===== src/rtl/med_sched_pkg.sv =====
// Shared types and helpers for the medication scheduler: log entry layout,
// slot index width and the lowest-set-bit encoder used to drain missed doses.
package med_sched_pkg;

  localparam int MAX_SLOTS     = 16;
  localparam int IDX_W         = 4;
  localparam int NUM_SLOTS_DEF = 8;
  localparam int TIME_W_DEF    = 8;

  function automatic int slot_w(input int n);
    return (n <= 2) ? 1 : $clog2(n);
  endfunction

  localparam int SLOT_W_DEF  = slot_w(NUM_SLOTS_DEF);
  localparam int ENTRY_W_DEF = 1 + SLOT_W_DEF + TIME_W_DEF;

  typedef struct packed {
    logic                  missed;
    logic [SLOT_W_DEF-1:0] slot;
    logic [TIME_W_DEF-1:0] timestamp;
  } log_entry_t;

  typedef struct packed {
    logic             found;
    logic [IDX_W-1:0] idx;
  } lsb_t;

  function automatic lsb_t lowest_set(input logic [MAX_SLOTS-1:0] vec);
    lsb_t res;
    res = '0;
    for (int i = MAX_SLOTS - 1; i >= 0; i--) begin
      if (vec[i]) begin
        res.found = 1'b1;
        res.idx   = IDX_W'(i);
      end
    end
    return res;
  endfunction

endpackage


===== src/rtl/med_dispense_scheduler_if.sv =====
// Host-side bundle of the scheduler: slot programming, dose acknowledge,
// status outputs and the event-log read port.
interface med_dispense_scheduler_if
  import med_sched_pkg::*;
#(
  parameter int NUM_SLOTS = 8,
  parameter int TIME_W    = 8,
  parameter int LOG_DEPTH = 16
);
  localparam int SLOT_W  = slot_w(NUM_SLOTS);
  localparam int ENTRY_W = 1 + SLOT_W + TIME_W;
  localparam int CNT_W   = $clog2(LOG_DEPTH) + 1;

  logic                 prog_valid;
  logic [SLOT_W-1:0]    prog_slot;
  logic [TIME_W-1:0]    prog_time;
  logic                 prog_en;
  logic                 ack_valid;
  logic [SLOT_W-1:0]    ack_slot;
  logic                 log_ready;
  logic                 ovf_clr;
  logic [TIME_W-1:0]    cur_time;
  logic [NUM_SLOTS-1:0] pending;
  logic                 alarm;
  logic                 log_valid;
  logic [ENTRY_W-1:0]   log_data;
  logic [CNT_W-1:0]     log_count;
  logic                 log_ovf;

  modport master (
    output prog_valid, prog_slot, prog_time, prog_en, ack_valid, ack_slot,
           log_ready, ovf_clr,
    input  cur_time, pending, alarm, log_valid, log_data, log_count, log_ovf
  );

  modport slave (
    input  prog_valid, prog_slot, prog_time, prog_en, ack_valid, ack_slot,
           log_ready, ovf_clr,
    output cur_time, pending, alarm, log_valid, log_data, log_count, log_ovf
  );

endinterface


===== src/rtl/med_log_fifo.sv =====
// Event-log FIFO: register storage with a gated head, occupancy count and a
// sticky overflow flag for entries dropped while full.
module med_log_fifo #(
  parameter int WIDTH = 12,
  parameter int DEPTH = 16
) (
  input  logic                       clk,
  input  logic                       rst_n,
  input  logic                       push_i,
  input  logic [WIDTH-1:0]           data_i,
  input  logic                       pop_i,
  input  logic                       ovf_clr_i,
  output logic                       valid_o,
  output logic [WIDTH-1:0]           data_o,
  output logic [$clog2(DEPTH):0]     count_o,
  output logic                       ovf_o
);
  localparam int AW = $clog2(DEPTH);
  localparam int CW = AW + 1;

  logic [WIDTH-1:0] mem_q [DEPTH];
  logic [AW-1:0]    rd_q, rd_d, wr_q, wr_d;
  logic [CW-1:0]    count_q, count_d;
  logic             ovf_q, ovf_d;
  logic             full, empty, do_pop, do_push;

  assign full    = (count_q == CW'(DEPTH));
  assign empty   = (count_q == '0);
  assign do_pop  = pop_i && !empty;
  // A full FIFO still accepts a push when the head leaves in the same cycle.
  assign do_push = push_i && (!full || do_pop);

  always_comb begin
    rd_d    = rd_q;
    wr_d    = wr_q;
    count_d = count_q;
    ovf_d   = (ovf_q && !ovf_clr_i) || (push_i && full && !do_pop);
    if (do_pop)  rd_d = rd_q + 1'b1;
    if (do_push) wr_d = wr_q + 1'b1;
    if (do_push && !do_pop) count_d = count_q + 1'b1;
    else if (do_pop && !do_push) count_d = count_q - 1'b1;
  end

  always_ff @(posedge clk or negedge rst_n) begin
    if (!rst_n) begin
      rd_q    <= '0;
      wr_q    <= '0;
      count_q <= '0;
      ovf_q   <= 1'b0;
    end else begin
      rd_q    <= rd_d;
      wr_q    <= wr_d;
      count_q <= count_d;
      ovf_q   <= ovf_d;
    end
  end

  always_ff @(posedge clk) begin
    if (do_push) mem_q[wr_q] <= data_i;
  end

  assign valid_o = !empty;
  assign data_o  = empty ? '0 : mem_q[rd_q];
  assign count_o = count_q;
  assign ovf_o   = ovf_q;

endmodule


===== src/rtl/med_dispense_scheduler.sv =====
// Multi-slot medication scheduler: prescaled timebase, per-slot due/age/miss
// tracking, and arbitration of taken/missed events into the log FIFO.
module med_dispense_scheduler
  import med_sched_pkg::*;
#(
  parameter int NUM_SLOTS  = 8,
  parameter int TIME_W     = 8,
  parameter int PRESCALE   = 4,
  parameter int MISS_TICKS = 16,
  parameter int LOG_DEPTH  = 16
) (
  input logic                     clk,
  input logic                     rst_n,
  med_dispense_scheduler_if.slave bus
);
  localparam int SLOT_W  = slot_w(NUM_SLOTS);
  localparam int ENTRY_W = 1 + SLOT_W + TIME_W;
  localparam int PRE_W   = (PRESCALE > 1) ? $clog2(PRESCALE) : 1;

  logic [PRE_W-1:0]     presc_q, presc_d;
  logic [TIME_W-1:0]    time_q, time_d;
  logic                 tick_q, tick_d;
  logic [TIME_W-1:0]    slot_time_q [NUM_SLOTS];
  logic [TIME_W-1:0]    slot_time_d [NUM_SLOTS];
  logic [TIME_W-1:0]    age_q [NUM_SLOTS];
  logic [TIME_W-1:0]    age_d [NUM_SLOTS];
  logic [NUM_SLOTS-1:0] slot_en_q, slot_en_d;
  logic [NUM_SLOTS-1:0] pending_q, pending_d;
  logic [NUM_SLOTS-1:0] miss_q, miss_d;
  logic                 ack_hit, push;
  logic [ENTRY_W-1:0]   entry;
  lsb_t                 drain;

  always_comb begin
    presc_d = presc_q + 1'b1;
    time_d  = time_q;
    tick_d  = 1'b0;
    if (presc_q == PRE_W'(PRESCALE - 1)) begin
      presc_d = '0;
      time_d  = time_q + 1'b1;
      tick_d  = 1'b1;
    end
  end

  always_comb begin
    ack_hit = 1'b0;
    for (int i = 0; i < NUM_SLOTS; i++) begin
      if (bus.ack_valid && pending_q[i] && bus.ack_slot == SLOT_W'(i)) ack_hit = 1'b1;
    end
  end

  // One log write per cycle: an ack takes the slot, otherwise the lowest missed dose.
  assign drain = lowest_set(MAX_SLOTS'(miss_q));
  assign push  = ack_hit || drain.found;
  assign entry = ack_hit ? {1'b0, bus.ack_slot, time_q}
                         : {1'b1, SLOT_W'(drain.idx), time_q};

  always_comb begin
    slot_time_d = slot_time_q;
    slot_en_d   = slot_en_q;
    pending_d   = pending_q;
    age_d       = age_q;
    miss_d      = miss_q;
    for (int i = 0; i < NUM_SLOTS; i++) begin
      if (!ack_hit && drain.found && drain.idx == IDX_W'(i)) miss_d[i] = 1'b0;
      if (tick_q) begin
        if (pending_q[i]) begin
          if (age_q[i] == TIME_W'(MISS_TICKS - 1)) begin
            pending_d[i] = 1'b0;
            age_d[i]     = '0;
            miss_d[i]    = 1'b1;
          end else begin
            age_d[i] = age_q[i] + 1'b1;
          end
        end else if (slot_en_q[i] && slot_time_q[i] == time_q) begin
          pending_d[i] = 1'b1;
        end
      end
      // An ack overrides a same-cycle timeout; a reprogram overrides everything.
      if (bus.ack_valid && pending_q[i] && bus.ack_slot == SLOT_W'(i)) begin
        pending_d[i] = 1'b0;
        age_d[i]     = '0;
        miss_d[i]    = miss_q[i];
      end
      if (bus.prog_valid && bus.prog_slot == SLOT_W'(i)) begin
        slot_time_d[i] = bus.prog_time;
        slot_en_d[i]   = bus.prog_en;
        pending_d[i]   = 1'b0;
        age_d[i]       = '0;
        miss_d[i]      = 1'b0;
      end
    end
  end

  always_ff @(posedge clk or negedge rst_n) begin
    if (!rst_n) begin
      presc_q   <= '0;
      time_q    <= '0;
      tick_q    <= 1'b0;
      slot_en_q <= '0;
      pending_q <= '0;
      miss_q    <= '0;
      for (int i = 0; i < NUM_SLOTS; i++) begin
        slot_time_q[i] <= '0;
        age_q[i]       <= '0;
      end
    end else begin
      presc_q     <= presc_d;
      time_q      <= time_d;
      tick_q      <= tick_d;
      slot_en_q   <= slot_en_d;
      pending_q   <= pending_d;
      miss_q      <= miss_d;
      slot_time_q <= slot_time_d;
      age_q       <= age_d;
    end
  end

  med_log_fifo #(
    .WIDTH(ENTRY_W),
    .DEPTH(LOG_DEPTH)
  ) u_log_fifo (
    .clk       (clk),
    .rst_n     (rst_n),
    .push_i    (push),
    .data_i    (entry),
    .pop_i     (bus.log_ready),
    .ovf_clr_i (bus.ovf_clr),
    .valid_o   (bus.log_valid),
    .data_o    (bus.log_data),
    .count_o   (bus.log_count),
    .ovf_o     (bus.log_ovf)
  );

  assign bus.cur_time = time_q;
  assign bus.pending  = pending_q;
  assign bus.alarm    = |pending_q;

endmodule


===== src/flat_wrapper.sv =====
// flat-port wrapper written by rule: the top's interface ports become plain ports
module med_dispense_scheduler_flat import med_sched_pkg::*;
#(
  parameter int NUM_SLOTS  = 8,
  parameter int TIME_W     = 8,
  parameter int PRESCALE   = 4,
  parameter int MISS_TICKS = 16,
  parameter int LOG_DEPTH  = 16
)
  (clk, rst_n, bus_prog_valid, bus_prog_slot, bus_prog_time, bus_prog_en, bus_ack_valid, bus_ack_slot, bus_log_ready, bus_ovf_clr, bus_cur_time, bus_pending, bus_alarm, bus_log_valid, bus_log_data, bus_log_count, bus_log_ovf);
  med_dispense_scheduler_if #(.NUM_SLOTS(NUM_SLOTS), .TIME_W(TIME_W), .LOG_DEPTH(LOG_DEPTH)) bus_i ();
  input logic clk;
  input logic rst_n;
  input wire logic [$bits(bus_i.prog_valid)-1:0] bus_prog_valid;
  input wire logic [$bits(bus_i.prog_slot)-1:0] bus_prog_slot;
  input wire logic [$bits(bus_i.prog_time)-1:0] bus_prog_time;
  input wire logic [$bits(bus_i.prog_en)-1:0] bus_prog_en;
  input wire logic [$bits(bus_i.ack_valid)-1:0] bus_ack_valid;
  input wire logic [$bits(bus_i.ack_slot)-1:0] bus_ack_slot;
  input wire logic [$bits(bus_i.log_ready)-1:0] bus_log_ready;
  input wire logic [$bits(bus_i.ovf_clr)-1:0] bus_ovf_clr;
  output wire logic [$bits(bus_i.cur_time)-1:0] bus_cur_time;
  output wire logic [$bits(bus_i.pending)-1:0] bus_pending;
  output wire logic [$bits(bus_i.alarm)-1:0] bus_alarm;
  output wire logic [$bits(bus_i.log_valid)-1:0] bus_log_valid;
  output wire logic [$bits(bus_i.log_data)-1:0] bus_log_data;
  output wire logic [$bits(bus_i.log_count)-1:0] bus_log_count;
  output wire logic [$bits(bus_i.log_ovf)-1:0] bus_log_ovf;
  assign bus_i.prog_valid = bus_prog_valid;
  assign bus_i.prog_slot = bus_prog_slot;
  assign bus_i.prog_time = bus_prog_time;
  assign bus_i.prog_en = bus_prog_en;
  assign bus_i.ack_valid = bus_ack_valid;
  assign bus_i.ack_slot = bus_ack_slot;
  assign bus_i.log_ready = bus_log_ready;
  assign bus_i.ovf_clr = bus_ovf_clr;
  assign bus_cur_time = bus_i.cur_time;
  assign bus_pending = bus_i.pending;
  assign bus_alarm = bus_i.alarm;
  assign bus_log_valid = bus_i.log_valid;
  assign bus_log_data = bus_i.log_data;
  assign bus_log_count = bus_i.log_count;
  assign bus_log_ovf = bus_i.log_ovf;
  med_dispense_scheduler #(.NUM_SLOTS(NUM_SLOTS), .TIME_W(TIME_W), .PRESCALE(PRESCALE), .MISS_TICKS(MISS_TICKS), .LOG_DEPTH(LOG_DEPTH)) u_core (.clk(clk), .rst_n(rst_n), .bus(bus_i));
endmodule

===== config.mk =====
export PLATFORM = sky130hd
export DESIGN_NAME = med_dispense_scheduler_flat
export DESIGN_NICKNAME = d
export VERILOG_FILES = /design/src/rtl/med_sched_pkg.sv /design/src/rtl/med_dispense_scheduler_if.sv /design/src/rtl/med_log_fifo.sv /design/src/rtl/med_dispense_scheduler.sv /design/src/flat_wrapper.sv
export SDC_FILE = /design/constraint.sdc
export NUM_CORES = 1
export LEC_CHECK = 0
export CORE_MARGIN = 4
export CORE_UTILIZATION = 57
export CTS_BUF_LIST = sky130_fd_sc_hd__clkbuf_8
export DETAILED_ROUTE_END_ITERATION = 8
export GPL_TIMING_DRIVEN = 0
export PLACE_DENSITY_LB_ADDON = 0.08
export SLEW_MARGIN = 20
export SYNTH_ARGS = -nofsm -noshare
export SYNTH_HDL_FRONTEND = slang
export SYNTH_HIERARCHICAL = 1
export SYNTH_SLANG_ARGS = --single-unit

===== constraint.sdc =====
create_clock -name clk -period 3 [get_ports clk]
set_input_delay 0.45 -clock clk [delete_from_list [all_inputs] [get_ports clk]]
set_output_delay 0.45 -clock clk [all_outputs]
set_load 0.005 [all_outputs]

# Word level (Yosys, flattened, before mapping)
# Memory sizes are Yosys's and may differ from the RTL's.
# Index checks and enable logic that the tools add are counted.
op_classes:
  addsub: 14
  n_eq_ne: 47
  mux: 160
  n_reduce_logical: 87
op_table:
  columns: ["operator", "count"]
  rows:
  - ["$mux W8", 40]
  - ["$mux W1", 107]
  - ["$add A8 B1 Y8 const B", 9]
  - ["$eq A8 B4 Y1 const B", 8]
  - ["$eq A8 B8 Y1", 8]
  - ["$mux W5", 10]
  - ["$logic_and A1 B1 Y1", 48]
  - ["$reduce_bool A3 Y1", 16]
  - ["$eq A3 B3 Y1 const B", 8]
  - ["$mux W12", 2]
  - ["$eq A4 B3 Y1 const B", 4]
  - ["$ne A2 B2 Y1 const B", 8]
  - ["$reduce_and A2 Y1", 8]
  - ["$eq A3 B2 Y1 const B", 4]
  - ["$add A4 B1 Y4 const B", 2]
  - ["$eq A4 B2 Y1 const B", 2]
  - ["$reduce_or A8 Y1", 1]
  - ["$eq A3 B1 Y1 const B", 2]
  - ["$logic_not A1 Y1", 6]
  - ["$logic_not A3 Y1", 2]
  - ["$add A5 B1 Y5 const B", 1]
  - ["$eq A5 B5 Y1 const B", 1]
  - ["$logic_not A5 Y1", 1]
  - ["$sub A5 B1 Y5 const B", 1]
  - ["7 further kinds", 9]
totals:
  register_bits: 177
  ramBits: 192
  in_bits: 21
  wordCells: 356
  n_memories: 1
memory_table:
  columns: ["name", "words", "width", "read_ports", "rd_ports_with_merged_regs", "wr", "line", "source"]
  rows:
  - ["u_core.u_log_fifo.mem_q", 16, 12, 1, 0, 1, "med_log_fifo.sv:21", "logic [WIDTH-1:0] mem_q [DEPTH];"]

# Logic depth before layout (Yosys ltp)
depth:
  depth_word: 19
  depth_mapped: 17
  mapped_depth_nobuf: 14

# Hierarchy
# Netlist, hierarchy kept.
by_module_without_submodules:
  columns: ["module", "instances", "cells_each", "area_per_inst_um2", "seq_area_each_um2"]
  rows:
  - ["med_dispense_scheduler", 1, 835, 8540.7, 4078.9]
  - ["med_log_fifo", 1, 404, 8316.7, 6115.9]

# Least setup slack after synthesis
# No wires, ideal clock.
synth_timing:
  path_type: "in2reg"
  startpoint: "in bus_ack_slot[0]"
  endpoint: "reg u_core.u_log_fifo.count_q[4], in the netlist u_core/u_log_fifo/count_o[4]"
  setup_time_ns: 0.136
  arrival_time_ns: 3.267
  slack_ns: -0.403
  path_stages: 15
  path_cell_list: "buf_4 or4b_1 o21ai_0 a221o_2 buf_4 nor2_1 nand2_1 o21ai_2 inv_2 ha_1 inv_1 fa_1 a21o_1 a2111oi_0 o31ai_1"
synth_between:
  elab_chain_cells: 15
synth_rtl:
  columns: ["item", "line", "source"]
  rows:
  - ["start: declaration", "flat_wrapper.sv:19", "input wire logic [$bits(bus_i.ack_slot)-1:0] bus_ack_slot;"]
  - ["$logic_not A3 Y1", "med_dispense_scheduler.sv:48", "if (bus.ack_valid && pending_q[i] && bus.ack_slot == SLOT_W'(i)) ack_hit = 1'b1;"]
  - ["$logic_and A1 B1 Y1", "med_dispense_scheduler.sv:48", null]
  - ["$mux W1 (7 in a row)", "med_dispense_scheduler.sv:48", null]
  - ["$mux W1 (*)", "med_dispense_scheduler.sv:48", null]
  - ["$logic_or A1 B1 Y1 (*)", "med_dispense_scheduler.sv:54", "assign push = ack_hit || drain.found;"]
  - ["net u_core.push", "med_dispense_scheduler.sv:30", "logic ack_hit, push;"]
  - ["$logic_and A1 B1 Y1 (*)", "med_log_fifo.sv:31", "assign do_push = push_i && (!full || do_pop);"]
  - ["net u_core.u_log_fifo.do_push", "med_log_fifo.sv:25", "logic full, empty, do_pop, do_push;"]
  - ["$logic_not A1 Y1", "med_log_fifo.sv:41", "else if (do_pop && !do_push) count_d = count_q - 1'b1;"]
  - ["$logic_and A1 B1 Y1", "med_log_fifo.sv:41", null]
  - ["$reduce_bool A2 Y1 (no line)", null, null]
  - ["end signal: assignment", "med_log_fifo.sv:53", "count_q <= count_d;"]
  - ["end: declaration", "med_log_fifo.sv:23", "logic [CW-1:0] count_q, count_d;"]
# Mark *: on every way through the listed nets, which the timed path passes. The rest lies on a longest branch.
# A chain may end at the register's enable or synchronous reset.

# Worst setup path in the final report
layout_timing:
  startpoint: "reg u_core.pending_q[0], in the netlist u_core/bus.pending[0]"
  endpoint: "reg u_core.u_log_fifo.count_q[4], in the netlist u_core/u_log_fifo/count_o[4]"
layout_between:
  elab_chain_cells: 15
layout_rtl:
  columns: ["item", "line", "source"]
  rows:
  - ["start: declaration", "med_dispense_scheduler.sv:28", "logic [NUM_SLOTS-1:0] pending_q, pending_d;"]
  - ["start signal: assignment", "med_dispense_scheduler.sv:112", "pending_q <= pending_d;"]
  - ["$logic_and A1 B1 Y1 (*) (2 in a row)", "med_dispense_scheduler.sv:48", null]
  - ["$mux W1 (*) (8 in a row)", "med_dispense_scheduler.sv:48", null]
  - ["$logic_or A1 B1 Y1 (*)", "med_dispense_scheduler.sv:54", null]
  - ["net u_core.push", "med_dispense_scheduler.sv:30", null]
  - ["$logic_and A1 B1 Y1 (*)", "med_log_fifo.sv:31", null]
  - ["net u_core.u_log_fifo.do_push", "med_log_fifo.sv:25", null]
  - ["$logic_not A1 Y1", "med_log_fifo.sv:41", null]
  - ["$logic_and A1 B1 Y1", "med_log_fifo.sv:41", null]
  - ["$reduce_bool A2 Y1 (no line)", null, null]
# Marks and branches as above.

==> qor.csv <==
metric,value,unit
rsz0062_at_grt,yes,
ys.flop_type,edfxtp_1,
ys_types,77,
die_h,180,µm
startpoint_type,flop,
grt_max_degree,72,
clock_latency,610,ps
cp.arrival,3530,ps
dp_cells,1689,
setup_viol,3,
comb_power_share,0.299,
p_int,10.3,mW
power.total,14.7,mW
crit_end,u_core/u_log_fifo/count_o[4],
hold_violations,0,
period_minus_slack,3040,ps
syn_avg_cell_area,13.6,µm²
endpoint_kind,flop,
synth_edf_count,192,
drtIter0Drc,831,
die_area,32400,µm²
cts_sinks,369,
post-dp-hpwl,25700,µm
ys_warn_count,6,
fin_util,0.686,
final_cells,1838,
synth_fp_nets,1280,
netlist_instances,1239,
ys_ff_latch,369,
num_vias,10900,
numCtsBuffers,58,
clockPowerShare,0.277,
routabilityCongestion,0.849,
async_reset_ff_frac,0.480,
layout-drive-gt1-share,0.264,
antenna_left,0,
seqCellArea,10200,µm²
p_switching,4.41,mW
ff2ff_setup_slack,-40,ps
row_count,62,
cp_max_fo,7,
cts.clk_slew.worst_paths,70,ps
htreeDepth,2,
hold_class,in -> async,
violations,setup timing,
die_x,180,µm
cts_tree,done,
max_freq,329,MHz
io_pins,57,
nFillCells,2070,
grt_pass1_wl,61500,µm
worst_slack,-37.6,ps
drt-vias-per-instance,5.92,
maxSlewViolCount,0,
cp-startpoint,u_core/bus.pending[0],
reg2reg_from,u_core/bus.pending[0],
switching_share,0.299,
antenna_found_initial,0,
drc_errors,0,
period_share,1.01,
max-clock-path-buffers,3,
p_seq_frac,0.424,
grt_use_total,0.241,
worstMarginPinSlew,1060,ps
path_class,reg -> reg,
ys_seq_area_frac,0.605,
syn_area,16900,µm²
drtPass1Iterations,5,
wl,39400,µm
maxCapViolations,0,
gr-total-overflow,0,
io_buffers,55,
p_leak,7.78,nW
crit_required,3490,ps
hold_ws,354,ps
final_nets,1448,
reg2reg_depth,14,
areaGrowthSynthToFinish,17.7,%
diodes,0,
skew,19.9,ps
max-slew-margin-rel,0.288,
core,28900,µm²
vdd_drop_max,0.385,mV
first_global_vias,11100,
cts_root_buf,clkbuf_8,
p_per_area,742,nW/µm²
initial_core_util,0.583,
wire_per_inst,21.4,µm
worstReg2RegEnd,u_core/u_log_fifo/count_o[4],
outcome,finished with violations,
multi_input_area,6460,µm²
## worst min path at each step
stage,end,depth (start not counted)
floorplan,u_core/age_q[0],0
global placement,u_core/presc_q[0],1
detailed placement,u_core/slot_time_q[33],1
CTS,u_core/slot_time_q[33],2
global route,u_core/slot_time_q[33],2
finish,u_core/slot_time_q[33],2
## worst max-delay path, stage by stage (launching register included)
cell and delay, ps:
dfrtp_2 390, or4b_1 470, o21ai_1 110, a221o_2 200
buf_8 130, nor2_4 50, nand2_4 90, o21ai_4 70
clkinv_4 60, ha_4 170, inv_4 70, fa_2 370
a21o_4 260, a2111oi_4 350, o31ai_1 130
## area by class of cell
| type | instances | area share |
|---|---|---|
| Buffer | 62 | 0.0221 |
| Clock buffer | 72 | 0.0499 |
| Clock inverter | 35 | 0.00788 |
| Inverter | 23 | 0.00473 |
| Multi-Input combinational cell | 781 | 0.326 |
| Sequential cell | 369 | 0.514 |
| Tap cell | 384 | 0.0242 |
| Timing Repair Buffer | 112 | 0.0511 |
## power groups by stage
stage	clock network, mW	registers, mW	logic (mW)
5_1_grt	4.44	6.31	4.74
6_report	4.08	6.25	4.41
3_5_place_dp	0	6.35	3.68
3_3_place_gp	0	6.34	3.55
4_1_cts	4.19	6.24	4.13
2_1_floorplan	0	6.24	2.39
## registers in the layout, summed over array words and instances (netlist names), 5 cells and up
signal,flops
u_core/u_log_fifo/mem_q,192
u_core/slot_en_q,8
u_core/bus.cur_time,8
u_core/u_log_fifo/count_o,5
u_core/miss_q,8
u_core/age_q,64
u_core/slot_time_q,64
u_core/bus.pending,8
## synthesized netlist by cell type (all sizes together), types with 21 or more instances
cell	instances	share of area
a21oi	42	0.012
buf	47	0.018
dfrtp	177	0.26
edfxtp	192	0.34
inv	23	0.0051
mux2	77	0.051
mux4	48	0.067
nand2	90	0.020
nand3	34	0.010
nor2	61	0.014
nor3	21	0.0062
nor4	21	0.0078
o21ai	83	0.025
o31ai	21	0.0094
xnor2	54	0.028
xor2	34	0.018
## metal layers
layer,share of wire,vias to the layer above,global-route usage
met5,0,-,0
met4,0.030,0,0.0814
met3,0.042,77,0.0394
met2,0.50,266,0.404
met1,0.43,5512,0.324
li1,-,5017,-
## logic make-up after synthesis
logic type | share of synthesized area
compound gates | 0.0745
xor+xnor | 0.0457
fa+ha+maj | 0.0153
buf+inv | 0.0270
flops | 0.605
mux | 0.128
simple gates | 0.105
## layout by cell type (no fill, tap or decap), types with 13 or more instances in the layout
| master | synthesis | layout |
|---|---|---|
| nor3_1 | 21 | 21 |
| o31ai_1 | 21 | 19 |
| clkbuf_8 | 0 | 72 |
| nand3_1 | 34 | 33 |
| xor2_1 | 34 | 34 |
| dfrtp_1 | 177 | 169 |
| mux2i_1 | 15 | 13 |
| nand4_1 | 17 | 17 |
| nor2_1 | 60 | 51 |
| and3_1 | 18 | 18 |
| xnor2_1 | 54 | 54 |
| o21ai_0 | 52 | 49 |
| o21ai_1 | 29 | 22 |
| edfxtp_1 | 192 | 192 |
| mux4_2 | 33 | 46 |
| clkdlybuf4s50_1 | 0 | 38 |
| buf_4 | 16 | 57 |
| mux2_2 | 76 | 64 |
| buf_6 | 5 | 13 |
| nor4_1 | 21 | 17 |
| ha_1 | 19 | 17 |
| clkbuf_1 | 19 | 15 |
| buf_2 | 19 | 24 |
| nand2_1 | 89 | 88 |
| inv_1 | 22 | 50 |
| a21oi_1 | 42 | 37 |
## through the flow
| step | TNS, ps | cell area (µm²) | setup slack [ps] |
|---|---|---|---|
| global placement | -1359020 | 17900 | -6190 |
| finish | -70.1 | 19800 | -37.6 |
| floorplan | -18350 | 16900 | -377 |
| CTS | -517 | 19600 | -135 |
| global route | -960 | 19800 | -107 |
| detailed placement | -178890 | 18100 | -1330 |
## repair_timing
item                       in CTS  in global routing
setup endpoints to repair     163                127
buffers inserted               27                 17
hold buffers                    1                  0
hold endpoints to repair       48                  0
cloned                          0                  1
pin swaps                       5                  5
gates resized for setup       118                 43
Power figures use the tool's default switching activity.
